$ cat config.mk
export PLATFORM = sky130hd
export DESIGN_NAME = matrix_loader_3x3_flat
export DESIGN_NICKNAME = d
export VERILOG_FILES = /design/src/rtl/matrix_loader_3x3_pkg.sv /design/src/rtl/matrix_loader_3x3_if.sv /design/src/rtl/matrix_loader_3x3.sv /design/src/flat_wrapper.sv
export SDC_FILE = /design/constraint.sdc
export NUM_CORES = 1
export LEC_CHECK = 0
export BUFFER_PORTS_ARGS = -buffer_cell sky130_fd_sc_hd__buf_2
export CAP_MARGIN = 20
export CORE_ASPECT_RATIO = 0.8
export CORE_MARGIN = 10
export CORE_UTILIZATION = 50
export DETAILED_ROUTE_END_ITERATION = 7
export HOLD_SLACK_MARGIN = 0.12
export PLACE_DENSITY = 0.74
export SKIP_LAST_GASP = 1
export SLEW_MARGIN = 20
export SYNTH_ARGS = -nofsm -noshare
export SYNTH_HDL_FRONTEND = slang
export SYNTH_SLANG_ARGS = --single-unit
$ cat constraint.sdc
create_clock -name clk -period 4.48 [get_ports clk]
set_clock_uncertainty 0.1 [all_clocks]
set_input_delay 0 -clock clk [delete_from_list [all_inputs] [get_ports clk]]
set_output_delay 0 -clock clk [all_outputs]
set_load 0.01 [all_outputs]
$ cat src/rtl/matrix_loader_3x3_pkg.sv
// Shared matrix geometry, loader state encoding and slot-offset helper.
// Used by the loader and by anything consuming the packed row-major matrix.
package matrix_pkg;

   localparam int MAT_N  = 3;
   localparam int ELEM_W = 8;
   localparam int MAT_W  = MAT_N * MAT_N * ELEM_W;

   typedef enum logic [1:0] {
      LOAD  = 2'd0,
      FULL  = 2'd1,
      DRAIN = 2'd2
   } ld_state_t;

   // Element 0 lands in the most significant slot so the matrix reads a..i left to right.
   function automatic int unsigned slot_lsb(input int unsigned k,
                                            input int unsigned n = MAT_N,
                                            input int unsigned w = ELEM_W);
      return (n * n - 1 - k) * w;
   endfunction

endpackage

$ cat src/rtl/matrix_loader_3x3_if.sv
// Element stream in (valid/ready/last) and packed matrix out (valid/ready).
// slave is the loader's view, master is the host/consumer side.
interface matrix_loader_3x3_if
   import matrix_pkg::*;
#(
   parameter int N      = MAT_N,
   parameter int DATA_W = ELEM_W
) ();

   logic signed [DATA_W-1:0]     in_data;
   logic                         in_valid;
   logic                         in_ready;
   logic                         in_last;
   logic [N*N*DATA_W-1:0]        out_matrix;
   logic                         out_valid;
   logic                         out_ready;

   modport slave (
      input  in_data, in_valid, in_last, out_ready,
      output in_ready, out_matrix, out_valid
   );

   modport master (
      output in_data, in_valid, in_last, out_ready,
      input  in_ready, out_matrix, out_valid
   );

endinterface

$ cat src/rtl/matrix_loader_3x3.sv
// Packs N*N streamed elements into a row-major matrix; out_valid 1 cycle after last element,
// in_ready low while the matrix is held. MATRIX_LOADER_ERRCNT_EN adds a saturating err_count.
module matrix_loader_3x3
   import matrix_pkg::*;
#(
   parameter int N      = MAT_N,
   parameter int DATA_W = ELEM_W
) (
   input  logic                 clk,
   input  logic                 reset,
   matrix_loader_3x3_if.slave   bus,
   output logic                 frame_err
`ifdef MATRIX_LOADER_ERRCNT_EN
   ,
   output logic [7:0]           err_count
`endif
);

   localparam int ELEMS = N * N;
   localparam int IDX_W = $clog2(ELEMS);
   localparam int MW    = ELEMS * DATA_W;
   localparam logic [IDX_W-1:0] IDX_LAST = IDX_W'(ELEMS - 1);

   ld_state_t        state_q, state_d;
   logic [IDX_W-1:0] idx_q, idx_d;
   logic [MW-1:0]    mat_q, mat_d;
   logic             frame_err_q, frame_err_d;
   logic             accept;

   always_comb begin
      state_d     = state_q;
      idx_d       = idx_q;
      mat_d       = mat_q;
      frame_err_d = 1'b0;
      accept      = bus.in_valid && (state_q != FULL);

      unique case (state_q)
         LOAD: begin
            if (accept) begin
               if (idx_q == IDX_LAST && bus.in_last) begin
                  mat_d[slot_lsb(32'(idx_q), N, DATA_W) +: DATA_W] = bus.in_data;
                  idx_d   = '0;
                  state_d = FULL;
               end else if (bus.in_last || idx_q == IDX_LAST) begin
                  // Short frame resyncs immediately; long frame swallows the rest up to in_last.
                  mat_d       = '0;
                  idx_d       = '0;
                  frame_err_d = 1'b1;
                  state_d     = bus.in_last ? LOAD : DRAIN;
               end else begin
                  mat_d[slot_lsb(32'(idx_q), N, DATA_W) +: DATA_W] = bus.in_data;
                  idx_d = idx_q + IDX_W'(1);
               end
            end
         end
         FULL: begin
            if (bus.out_ready) begin
               state_d = LOAD;
            end
         end
         DRAIN: begin
            if (accept && bus.in_last) begin
               state_d = LOAD;
            end
         end
         default: state_d = LOAD;
      endcase
   end

   always_ff @(posedge clk) begin
      if (reset) begin
         state_q     <= LOAD;
         idx_q       <= '0;
         mat_q       <= '0;
         frame_err_q <= 1'b0;
      end else begin
         state_q     <= state_d;
         idx_q       <= idx_d;
         mat_q       <= mat_d;
         frame_err_q <= frame_err_d;
      end
   end

   assign bus.in_ready   = (state_q != FULL);
   assign bus.out_valid  = (state_q == FULL);
   assign bus.out_matrix = mat_q;
   assign frame_err      = frame_err_q;

`ifdef MATRIX_LOADER_ERRCNT_EN
   logic [7:0] err_cnt_q, err_cnt_d;

   always_comb begin
      err_cnt_d = err_cnt_q;
      if (frame_err_q && err_cnt_q != 8'hFF) begin
         err_cnt_d = err_cnt_q + 8'd1;
      end
   end

   always_ff @(posedge clk) begin
      if (reset) begin
         err_cnt_q <= 8'd0;
      end else begin
         err_cnt_q <= err_cnt_d;
      end
   end

   assign err_count = err_cnt_q;
`endif

endmodule

$ cat src/flat_wrapper.sv
// flat-port wrapper written by rule: the top's interface ports become plain ports
module matrix_loader_3x3_flat import matrix_pkg::*;
#(
   parameter int N      = MAT_N,
   parameter int DATA_W = ELEM_W
)
  (clk, reset, frame_err, bus_in_data, bus_in_valid, bus_in_last, bus_out_ready, bus_in_ready, bus_out_matrix, bus_out_valid);
  matrix_loader_3x3_if #(.N(N), .DATA_W(DATA_W)) bus_i ();
  input  logic clk;
  input  logic reset;
  output logic frame_err;
  input wire logic [$bits(bus_i.in_data)-1:0] bus_in_data;
  input wire logic [$bits(bus_i.in_valid)-1:0] bus_in_valid;
  input wire logic [$bits(bus_i.in_last)-1:0] bus_in_last;
  input wire logic [$bits(bus_i.out_ready)-1:0] bus_out_ready;
  output wire logic [$bits(bus_i.in_ready)-1:0] bus_in_ready;
  output wire logic [$bits(bus_i.out_matrix)-1:0] bus_out_matrix;
  output wire logic [$bits(bus_i.out_valid)-1:0] bus_out_valid;
  assign bus_i.in_data = bus_in_data;
  assign bus_i.in_valid = bus_in_valid;
  assign bus_i.in_last = bus_in_last;
  assign bus_i.out_ready = bus_out_ready;
  assign bus_in_ready = bus_i.in_ready;
  assign bus_out_matrix = bus_i.out_matrix;
  assign bus_out_valid = bus_i.out_valid;
  matrix_loader_3x3 #(.N(N), .DATA_W(DATA_W)) u_core (.clk(clk), .reset(reset), .bus(bus_i), .frame_err(frame_err));
endmodule
==> results.md, run 1 <==
- Die height: 102.3 µm
- Leading cell types by count after synthesis: dfxtp_1, clkbuf_1, a21oi_1, nand2b_1, o21ai_0
- Critical path arrival: 4.27 ns
- Ys Warns: 0
- Buf/Inv on CP: 1
- Place WS: 0.3238 ns
- CTS clock-pin slew for the worst setup and hold paths: 0.08 ns
- CTS Buf Count: 9
- Area growth syn-to-layout: 21.04%
- Seq cells post-synth: 79
- RSZ-0062 raised after global routing: no
- Die Wd: 122.9 µm
- Minimum clock period: 4.090 ns
- Total GRT Usage: 0.2029
- Routed vias/inst: 6.108
- Post-synth EDFFs: 0
- Worst-Skew Late Latency: 0.35 ns
- Sink Count: 79
- Placed wire-length estimate: 8.893 mm
- Post-route ant nets: 0
- CP Capture Type: flip-flop
- Fin cells: 696
- Synth top area share: 0.3735
- DP Cell Count: 666
- Fill cell count: 689
- Leakage power: 2.142 nW
- Drt pass-1 iters: 5
- Gpl congestion: 0.8770
- CP top delay family: simple AND/OR/NAND/NOR gates
- Max Cap Viol: 0
- Mapped Nets: 520
- Initial Util: 0.5233
- Slew @ Worst Pin: 0.9770 ns
- FFs w/ async S/R, synth: 0
- Worst hold start: reset
- Hold Slack: 0.1449 ns
- First-pass GRT wire length: 20.52 mm
- Hold Crit Class: input port to flip-flop
- Routed wire per std cell: 18.64 µm
- Status: completed
- Longest Clk Path Bufs: 2
- Post-Synthesis Cell Area: 4234 µm²
- DRC violations left: 0
- H-tree levels: 3
- Fin. Hold Viols: 0
- Synth cell types: 48
- Gr ovfl total: 0
- Crit path kind: flip-flop to flip-flop
- Clock root cell: clkbuf_8
- Post-CTS setup repair buffer count: 0
- Share of layout cells above drive strength 1: 0.2279
- CORE AREA: 8092 µm²
- Post-Synthesis Cells: 498
- Via Count: 4251
- Top-count cell post-synth: dfxtp_1
- VDD IR max: 193.8 µV
- Top FF cell, synth: dfxtp_1
- Num ports: 88
- Final setup vio count: 0
- Max-slew headroom: 0.3487
- Syn avg cell area: 8.502 µm²
- Critical path cell sequence: inv_1 -> ha_1 -> nand2b_1 -> a21oi_1 -> a31oi_1 -> or3_1 -> ha_1 -> nor4b_2 -> nand4_1 -> or4_1 -> or4_4 -> o21ai_1
- RR Startpoint: u_core.idx_q[0]$_SDFFE_PP0P_
- Largest net degree at the start of global routing: 71
- CP max stage cell: or4_1
- Period utilisation layout: 0.9130
- Worst Path Max Fanout: 19
- Die area: 12570 µm²
- Pwr/cell area: 279.1 nW/µm²
- Slew Limit Fails: 0
- Worst setup startpoint: u_core.idx_q[0]$_SDFFE_PP0P_
- Number of global-route vias before repair: 3968
- CTS tree: done
- Number of diodes: 0
- Final WL: 12.98 mm
- Port bufs: 87
- Synth area leader: dfxtp_1
- Initial antenna violation count: 0
- Register area share after synthesis: 0.3735
- CP required: 4.66 ns
- PnR worst setup slack: 0.3896 ns
- Worst path most repeated cell: ha_1
- CP startpoint kind: flip-flop
- Max Clk Rate: 244.5 MHz
- Cell Rows: 29
- Detailed Route Iter0 Violations: 384
- # nets final: 605
- Crit-path max cell delay: 0.64 ns
- Setup TNS: 0 ns
- Synth area leaders: dfxtp_1, nand2b_1, a21oi_1, a221o_1, clkbuf_1
==> routing by layer <==
layer	vias to the layer above	global-route usage	wire, µm
li1	2020	-	-
met1	2026	0.2677	5679
met2	185	0.3000	5839
met3	20	0.07603	1250
met4	0	0.06329	205
met5	-	0	0
==> timing repair <==
item	4_1_cts	5_1_grt
setup endpoints to repair	0	6
endpoints found under the hold margin	45	0
gates resized for setup	0	1
hold buffers	13	0
==> through the flow <==
step           cell area (µm²)  utilization  power (W)
2_1_floorplan             4234            -  0.0008361
3_3_place_gp              4775       0.5901  0.0008861
3_5_place_dp              4775       0.5901  0.0008893
4_1_cts                   5104       0.6307   0.001436
5_1_grt                   5125       0.6334   0.001486
6_report                  5125       0.6334   0.001430
==> cell families (layout without fill, tap and decap cells) <==
kind of cell / Yosys count / after routing / share of synthesized area
AO/OA/AOI/OAI: 138 / 138 / 0.2264
AND/OR/NAND/NOR: 198 / 198 / 0.2917
multiplexers: 8 / 8 / 0.01891
buffers and inverters: 65 / 155 / 0.05910
flip-flops: 79 / 79 / 0.3735
XOR/XNOR: 1 / 1 / 0.003843
adder cells (fa/ha/maj): 9 / 9 / 0.02660
==> placed cells by master, fill, tap and decap left out, drive strengths merged, types with 16 or more instances in the layout <==
cell type  instances
nor3b             19
dfxtp             79
inv               18
nor2b             18
nand2b            33
a21oi             36
nor3              21
a221o             16
buf              108
o21ai             33
nor2              21
nand3             18
==> registers in the layout, summed over array words and instances (netlist names) <==
register and flops:
u_core.bus.out_matrix 72, u_core.idx_q 4, u_core.frame_err 1, u_core.state_q 2
==> worst paths after layout <==
check / to / slack [ns] / cells past startpoint
worst max register to register: u_core.bus.out_matrix[20]$_SDFFE_PP0P_ / 0.39 / 12
worst min-delay path: u_core.bus.out_matrix[31]$_SDFFE_PP0P_ / 0.14 / 3
worst max-delay path: u_core.bus.out_matrix[20]$_SDFFE_PP0P_ / 0.39 / 12
worst min register to register: u_core.bus.out_matrix[14]$_SDFFE_PP0P_ / 0.37 / 2
==> worst min-delay path, cell delays in order <==
cell      delay [ns]
buf_2           0.25
nand3b_1        0.23
o311ai_1        0.07
==> area by class of cell <==
cell class / instances / area, µm² / area share
Clock buffer: 11 / 141.4 / 0.02759
Clock inverter: 5 / 57.56 / 0.01123
Inverter: 18 / 67.56 / 0.01318
Multi-Input combinational cell: 354 / 2405 / 0.4692
Sequential cell: 79 / 1583 / 0.3088
Tap cell: 108 / 135.1 / 0.02637
Timing Repair Buffer: 121 / 735.7 / 0.1436
==> where the power goes <==
group          switching [W]  leakage [nW]  internal [W]
logic               0.000119          1.40     0.0000573
clock network       0.000270         0.103      0.000273
registers         0.00000462         0.637      0.000706
(Power assumes the default switching activity.)
==> run 2: changes to the inputs <==
CTS_BUF_LIST = sky130_fd_sc_hd__clkbuf_4 sky130_fd_sc_hd__clkbuf_8   (was default)
==> run 2 against run 1 <==
Via count rose by 0.73%. Critical path depth did not move. Count of clock-buffer cells in the layout did not move. First-iteration DRC count rose by 0.52%. Register-to-register slack barely moved. Routed wire length rose by 0.37%. Sequential cell count did not move. Sequential share of layout area barely moved. Hold slack got worse by 0.012 ns. Design area barely moved. Global-route usage did not move. Fmax barely moved.
==> results.md, run 2 (synthesis results as in run 1) <==
- Status: completed
- Pwr/cell area: 280.5 nW/µm² (+0.50%)
- Share of layout cells above drive strength 1: 0.2296 (+0.001701)
- Longest Clk Path Bufs: 2 (unchanged)
- Fin. Hold Viols: 0 (unchanged)
- Hold Slack: 0.1334 ns (-0.01153 ns)
- Gpl congestion: 0.8770 (unchanged)
- Initial antenna violation count: 0 (unchanged)
- Die Wd: 122.9 µm (unchanged)
- CORE AREA: 8092 µm² (unchanged)
- Worst Path Max Fanout: 19 (unchanged)
- PnR worst setup slack: 0.3878 ns (-0.001808 ns)
- Clock root cell: clkbuf_8
- Largest net degree at the start of global routing: 71 (unchanged)
- Setup TNS: 0 ns (unchanged)
- Slew Limit Fails: 0 (unchanged)
- Final setup vio count: 0 (unchanged)
- Total GRT Usage: 0.2029 (unchanged)
- VDD IR max: 194.2 µV (+0.19%)
- Fin cells: 696 (unchanged)
- First-pass GRT wire length: 20.52 mm (unchanged)
- Detailed Route Iter0 Violations: 386 (+0.52%)
- CP required: 4.67 ns (about the same)
- Drt pass-1 iters: 5 (unchanged)
- H-tree levels: 3 (unchanged)
- Slew @ Worst Pin: 0.9672 ns (-0.009852 ns)
- Leakage power: 2.146 nW (+0.16%)
- Max Cap Viol: 0 (unchanged)
- CTS Buf Count: 9 (unchanged)
- Cell Rows: 29 (unchanged)
- Max FFs per register: 72 (unchanged)
- Sink Count: 79 (unchanged)
- Area growth syn-to-layout: 21.13% (about the same)
- Die area: 12570 µm² (unchanged)
- Max Clk Rate: 244.4 MHz (about the same)
- # nets final: 605 (unchanged)
- Finished Core Util: 0.6338 (about the same)
- DP Cell Count: 666 (unchanged)
- Hold Crit Class: input port to flip-flop
- Gr ovfl total: 0 (unchanged)
- Most common cell after layout, fill and taps aside: buf_2
- Post-CTS setup repair buffer count: 0 (unchanged)
- Final WL: 13.02 mm (+0.37%)
- Num ports: 88 (unchanged)
- Commonest non-fill, non-tap cells in the layout: buf_2, dfxtp_1, a21oi_1
- Max-slew headroom: 0.3552 (+0.006568)
- Routed vias/inst: 6.152 (+0.73%)
- RSZ-0062 raised after global routing: no
- Die height: 102.3 µm (unchanged)
- CP startpoint kind: flip-flop
- Placed wire-length estimate: 8.893 mm (unchanged)
- Minimum clock period: 4.092 ns (+0.001808 ns)
- Number of global-route vias before repair: 3968 (unchanged)
- CTS tree: done
- CTS clock-pin slew for the worst setup and hold paths: 0.08 ns (about the same)
- Post-route ant nets: 0 (unchanged)
- Worst-Skew Late Latency: 0.36 ns (about the same)
- DRC violations left: 0 (unchanged)
- Place WS: 0.3238 ns (unchanged)
- Initial Util: 0.5233 (unchanged)
- Period utilisation layout: 0.9134 (about the same)
- Routed wire per std cell: 18.71 µm (+0.37%)
- CP Capture Type: flip-flop
- Number of diodes: 0 (unchanged)
- Port bufs: 87 (unchanged)
- Crit path kind: flip-flop to flip-flop
- Critical path arrival: 4.28 ns (about the same)
- Via Count: 4282 (+0.73%)
## run 2: cell types whose count changed in the layout (fill, tap and decap cells not counted)
| cell | before | now |
|---|---|---|
| clkbuf_4 | 0 | 1 |
| clkbuf_1 | 1 | 0 |
## run 2: report_power, final
group          switching (W)  internal [W]  leakage [nW]
Clock               0.000272      0.000279         0.107
Combinational       0.000119     0.0000572          1.40
Sequential        0.00000461      0.000706         0.637
Total               0.000396       0.00104          2.15
## run 2: path summary, 6_finish.rpt
| path | start | endpoint | slack [ns] | cells past startpoint |
|---|---|---|---|---|
| worst max-delay path | u_core.idx_q[0]$_SDFFE_PP0P_ | u_core.bus.out_matrix[20]$_SDFFE_PP0P_ | 0.39 | 12 |
| worst min-delay path | reset | u_core.bus.out_matrix[31]$_SDFFE_PP0P_ | 0.13 | 3 |
| worst max register to register | u_core.idx_q[0]$_SDFFE_PP0P_ | u_core.bus.out_matrix[20]$_SDFFE_PP0P_ | 0.39 | 12 |
| worst min register to register | u_core.bus.out_matrix[14]$_SDFFE_PP0P_ | u_core.bus.out_matrix[14]$_SDFFE_PP0P_ | 0.37 | 2 |
## run 2: area by class of cell
cell class              count  area [µm²]
clock buffers              11       145.1
clock inverters             5       57.56
fillers                   688        2963
inverters                  18       67.56
multi-input cells         354        2405
flip-flops and latches     79        1583
well taps                 108       135.1
repair buffers            121       735.7
## run 2: worst max-delay path, stage by stage (launching register included)
cell and delay, ns:
dfxtp_2 0.52, inv_1 0.08, ha_1 0.28, nand2b_1 0.21
a21oi_1 0.16, a31oi_1 0.08, or3_1 0.39, ha_1 0.33
nor4b_2 0.34, nand4_1 0.12, or4_1 0.64, or4_4 0.61
o21ai_1 0.17
## run 2: metal layers
metal,vias to the layer above,GRT usage,wire (µm)
met5,-,0,0
met4,0,0.06329,265
met3,26,0.07603,1260
met2,193,0.3000,5810
met1,2040,0.2677,5687
li1,2023,-,-
## run 2: repair_timing
| action | 4_1_cts | 5_1_grt |
|---|---|---|
| resized for setup | 0 | 1 |
| endpoints found under the hold margin | 45 | 0 |
| endpoints found under the setup margin | 0 | 6 |
| hold buffers | 13 | 0 |
## run 2: through the flow
step	instance area [µm²]	total power [W]
floorplan	4234	0.0008361
global placement	4775	0.0008861
detailed placement	4775	0.0008893
CTS	5107	0.001442
global route	5129	0.001492
finish	5129	0.001439
==> run 3: changes to the inputs <==
CTS_BUF_LIST = sky130_fd_sc_hd__clkbuf_2   (was sky130_fd_sc_hd__clkbuf_4 sky130_fd_sc_hd__clkbuf_8)
clock period = 4.1 ns   (was 4.48 ns; I/O delays follow)
==> run 3 against run 2 <==
Sequential power rose by 9.4%. Design area is 1.6% lower. Count of clock-buffer cells in the layout fell by 2. Routed wire length is 2.5% lower. Die area did not move. Clock power shrank 8.9%. Combinational power increased by 9.7%. Critical endpoint is now u_core.bus.out_matrix[18]$_SDFFE_PP0P_.
==> results.md, run 3 (synthesis results as in run 1) <==
- Max-slew headroom: 0.3723 (+0.01707)
- CTS Buf Count: 9 (unchanged)
- Wl on met1: 5.844 mm (+2.8%)
- Number of diodes: 0 (unchanged)
- Initial antenna violation count: 0 (unchanged)
- Max FFs per register: 72 (unchanged)
- First-pass GRT wire length: 19.98 mm (-2.7%)
- Worst Path Max Fanout: 8 (-11)
- Worst hold start: bus_in_data[4]
- Place WS: 0.2957 ns (-0.02807 ns)
- RSZ-0062 raised after global routing: no
- Minimum clock period: 3.909 ns (-0.1837 ns)
- Pwr/cell area: 291.7 nW/µm² (+4.0%)
- Worst-Skew Late Latency: 0.54 ns (+0.18 ns)
- Met2 wire len: 5.590 mm (-3.8%)
- H-tree levels: 3 (unchanged)
- Post-route ant nets: 0 (unchanged)
- Worst r2r dst: u_core.bus.out_matrix[18]$_SDFFE_PP0P_
- Max Cap Viol: 0 (unchanged)
- Die height: 102.3 µm (unchanged)
- Largest net degree at the start of global routing: 71 (unchanged)
- Fill cell count: 684 (-0.58%)
- CTS tree: done
- Min-Delay Endpoint: u_core.bus.out_matrix[44]$_SDFFE_PP0P_
- Number of global-route vias before repair: 3895 (-1.8%)
- Cells on worst reg2reg path: 12 (unchanged)
- Initial Util: 0.5233 (unchanged)
- Routed wire per std cell: 18.29 µm (-2.3%)
- Port bufs: 87 (unchanged)
- Status: completed
- CORE AREA: 8092 µm² (unchanged)
- DRC violations left: 0 (unchanged)
- PnR worst setup slack: 0.1914 ns (-0.1963 ns)
- Cell Rows: 29 (unchanged)
- Critical path arrival: 4.29 ns (about the same)
- Final setup vio count: 0 (unchanged)
- RR Startpoint: u_core.idx_q[1]$_SDFFE_PP0P_
- Total GRT Usage: 0.1954 (-0.007433)
- Area growth syn-to-layout: 19.21%
- CP required: 4.48 ns (-0.19 ns)
- Die area: 12570 µm² (unchanged)
- Setup TNS: 0 ns (unchanged)
- Via Count: 4223 (-1.4%)
- CP Capture Type: flip-flop
- Crit path kind: flip-flop to flip-flop
- Period utilisation layout: 0.9533 (+0.03987)
- Slew @ Worst Pin: 0.9406 ns (-0.02655 ns)
- Die Wd: 122.9 µm (unchanged)
- Routed vias/inst: 6.085 (-1.1%)
- Commonest non-fill, non-tap cells in the layout: buf_2, dfxtp_1, a21oi_1
- Longest Clk Path Bufs: 2 (unchanged)
- Gr ovfl total: 0 (unchanged)
- WHS Path Cells: 4 (+1)
- Max layer used: met4
- Num ports: 88 (unchanged)
- VDD IR max: 252.6 µV (+30%)
- FF-to-FF setup slack: 0.19 ns (-0.20 ns)
- Slew Limit Fails: 0 (unchanged)
- Leakage power: 2.115 nW (-1.5%)
- Max Clk Rate: 255.8 MHz (+4.7%)
- Met3 routed WL: 1.073 mm (-15%)
- Hold Crit Class: input port to flip-flop
- Share of layout cells above drive strength 1: 0.2287 (-0.0009229)
- CP startpoint kind: flip-flop
- Most common cell after layout, fill and taps aside: buf_2
- Drt pass-1 iters: 4 (-1)
- Clock root cell: clkbuf_2
- Sink Count: 79 (unchanged)
- Final WL: 12.69 mm (-2.5%)
- Fin. Hold Viols: 0 (unchanged)
- Detailed Route Iter0 Violations: 328 (-15%)
- CTS clock-pin slew for the worst setup and hold paths: 0.25 ns (+0.17 ns)
- Placed wire-length estimate: 8.677 mm (-2.4%)
- # nets final: 603 (-0.33%)
- Gpl congestion: 0.8668 (-1.2%)
[run 3: how the worst max path moves through the flow]
stage	start	to	slack (ns)
floorplan	u_core.idx_q[0]$_SDFFE_PP0P_	u_core.bus.out_matrix[16]$_SDFFE_PP0P_	0.05
global placement	u_core.idx_q[1]$_SDFFE_PP0P_	u_core.bus.out_matrix[20]$_SDFFE_PP0P_	0.49
detailed placement	u_core.idx_q[1]$_SDFFE_PP0P_	u_core.bus.out_matrix[19]$_SDFFE_PP0P_	0.30
CTS	u_core.idx_q[1]$_SDFFE_PP0P_	u_core.bus.out_matrix[20]$_SDFFE_PP0P_	0.26
global route	u_core.idx_q[1]$_SDFFE_PP0P_	u_core.bus.out_matrix[18]$_SDFFE_PP0P_	0.009
finish	u_core.idx_q[1]$_SDFFE_PP0P_	u_core.bus.out_matrix[18]$_SDFFE_PP0P_	0.19
[run 3: worst max-delay path, stage by stage, from the launching register on]
cell and delay (ns):
dfxtp_1 0.50, inv_1 0.13, ha_1 0.27, nand2b_1 0.21, a21oi_1 0.17, a31oi_1 0.07
or3_1 0.36, ha_1 0.32, nor4b_2 0.42, nand4_1 0.12, or4_1 0.47, or4_4 0.56
o21ai_1 0.13
[run 3: layout make-up]
class                   instances  area, µm²  area share
clock buffers                   9      45.04    0.008924
flip-flops and latches         79       1582      0.3133
multi-input cells             354       2415      0.4784
inverters                      18      67.56     0.01339
repair buffers                119      708.2      0.1403
well taps                     108      135.1     0.02677
clock inverters                 7      95.09     0.01884
[run 3: report_power, final]
group / total [W] / leakage (nW) / switching [W] / internal, W
registers: 0.000778 / 0.637 / 0.00000264 / 0.000775
clock network: 0.000502 / 0.0839 / 0.000299 / 0.000203
logic: 0.000193 / 1.39 / 0.000131 / 0.0000618
total: 0.00147 / 2.11 / 0.000432 / 0.00104
[run 3: timing repair]
item / CTS / global route
setup endpoints to repair: 0 / 12
hold buffers: 12 / 0
setup buffers: 0 / 0
gates resized for setup: 0 / 2
endpoints found under the hold margin: 60 / 0
[run 3: stage by stage]
| step | cells | cell area (µm²) | hold WS [ns] | total power, W | utilization |
|---|---|---|---|---|---|
| floorplan | 498 | 4234 | 0.01765 | 0.0009136 | - |
| global placement | 666 | 4775 | 0.1933 | 0.0009682 | 0.5901 |
| detailed placement | 666 | 4775 | 0.1995 | 0.0009706 | 0.5901 |
| CTS | 694 | 5035 | 0.1349 | 0.001471 | 0.6222 |
| global route | 694 | 5047 | 0.1282 | 0.001520 | 0.6238 |
| finish | 694 | 5047 | 0.1588 | 0.001472 | 0.6238 |
[run 3: per-layer routing]
layer	vias up	GRT usage
li1	2022	-
met2	164	0.2889
met3	17	0.05785
met5	-	0
met1	2020	0.2706
met4	0	0.05154
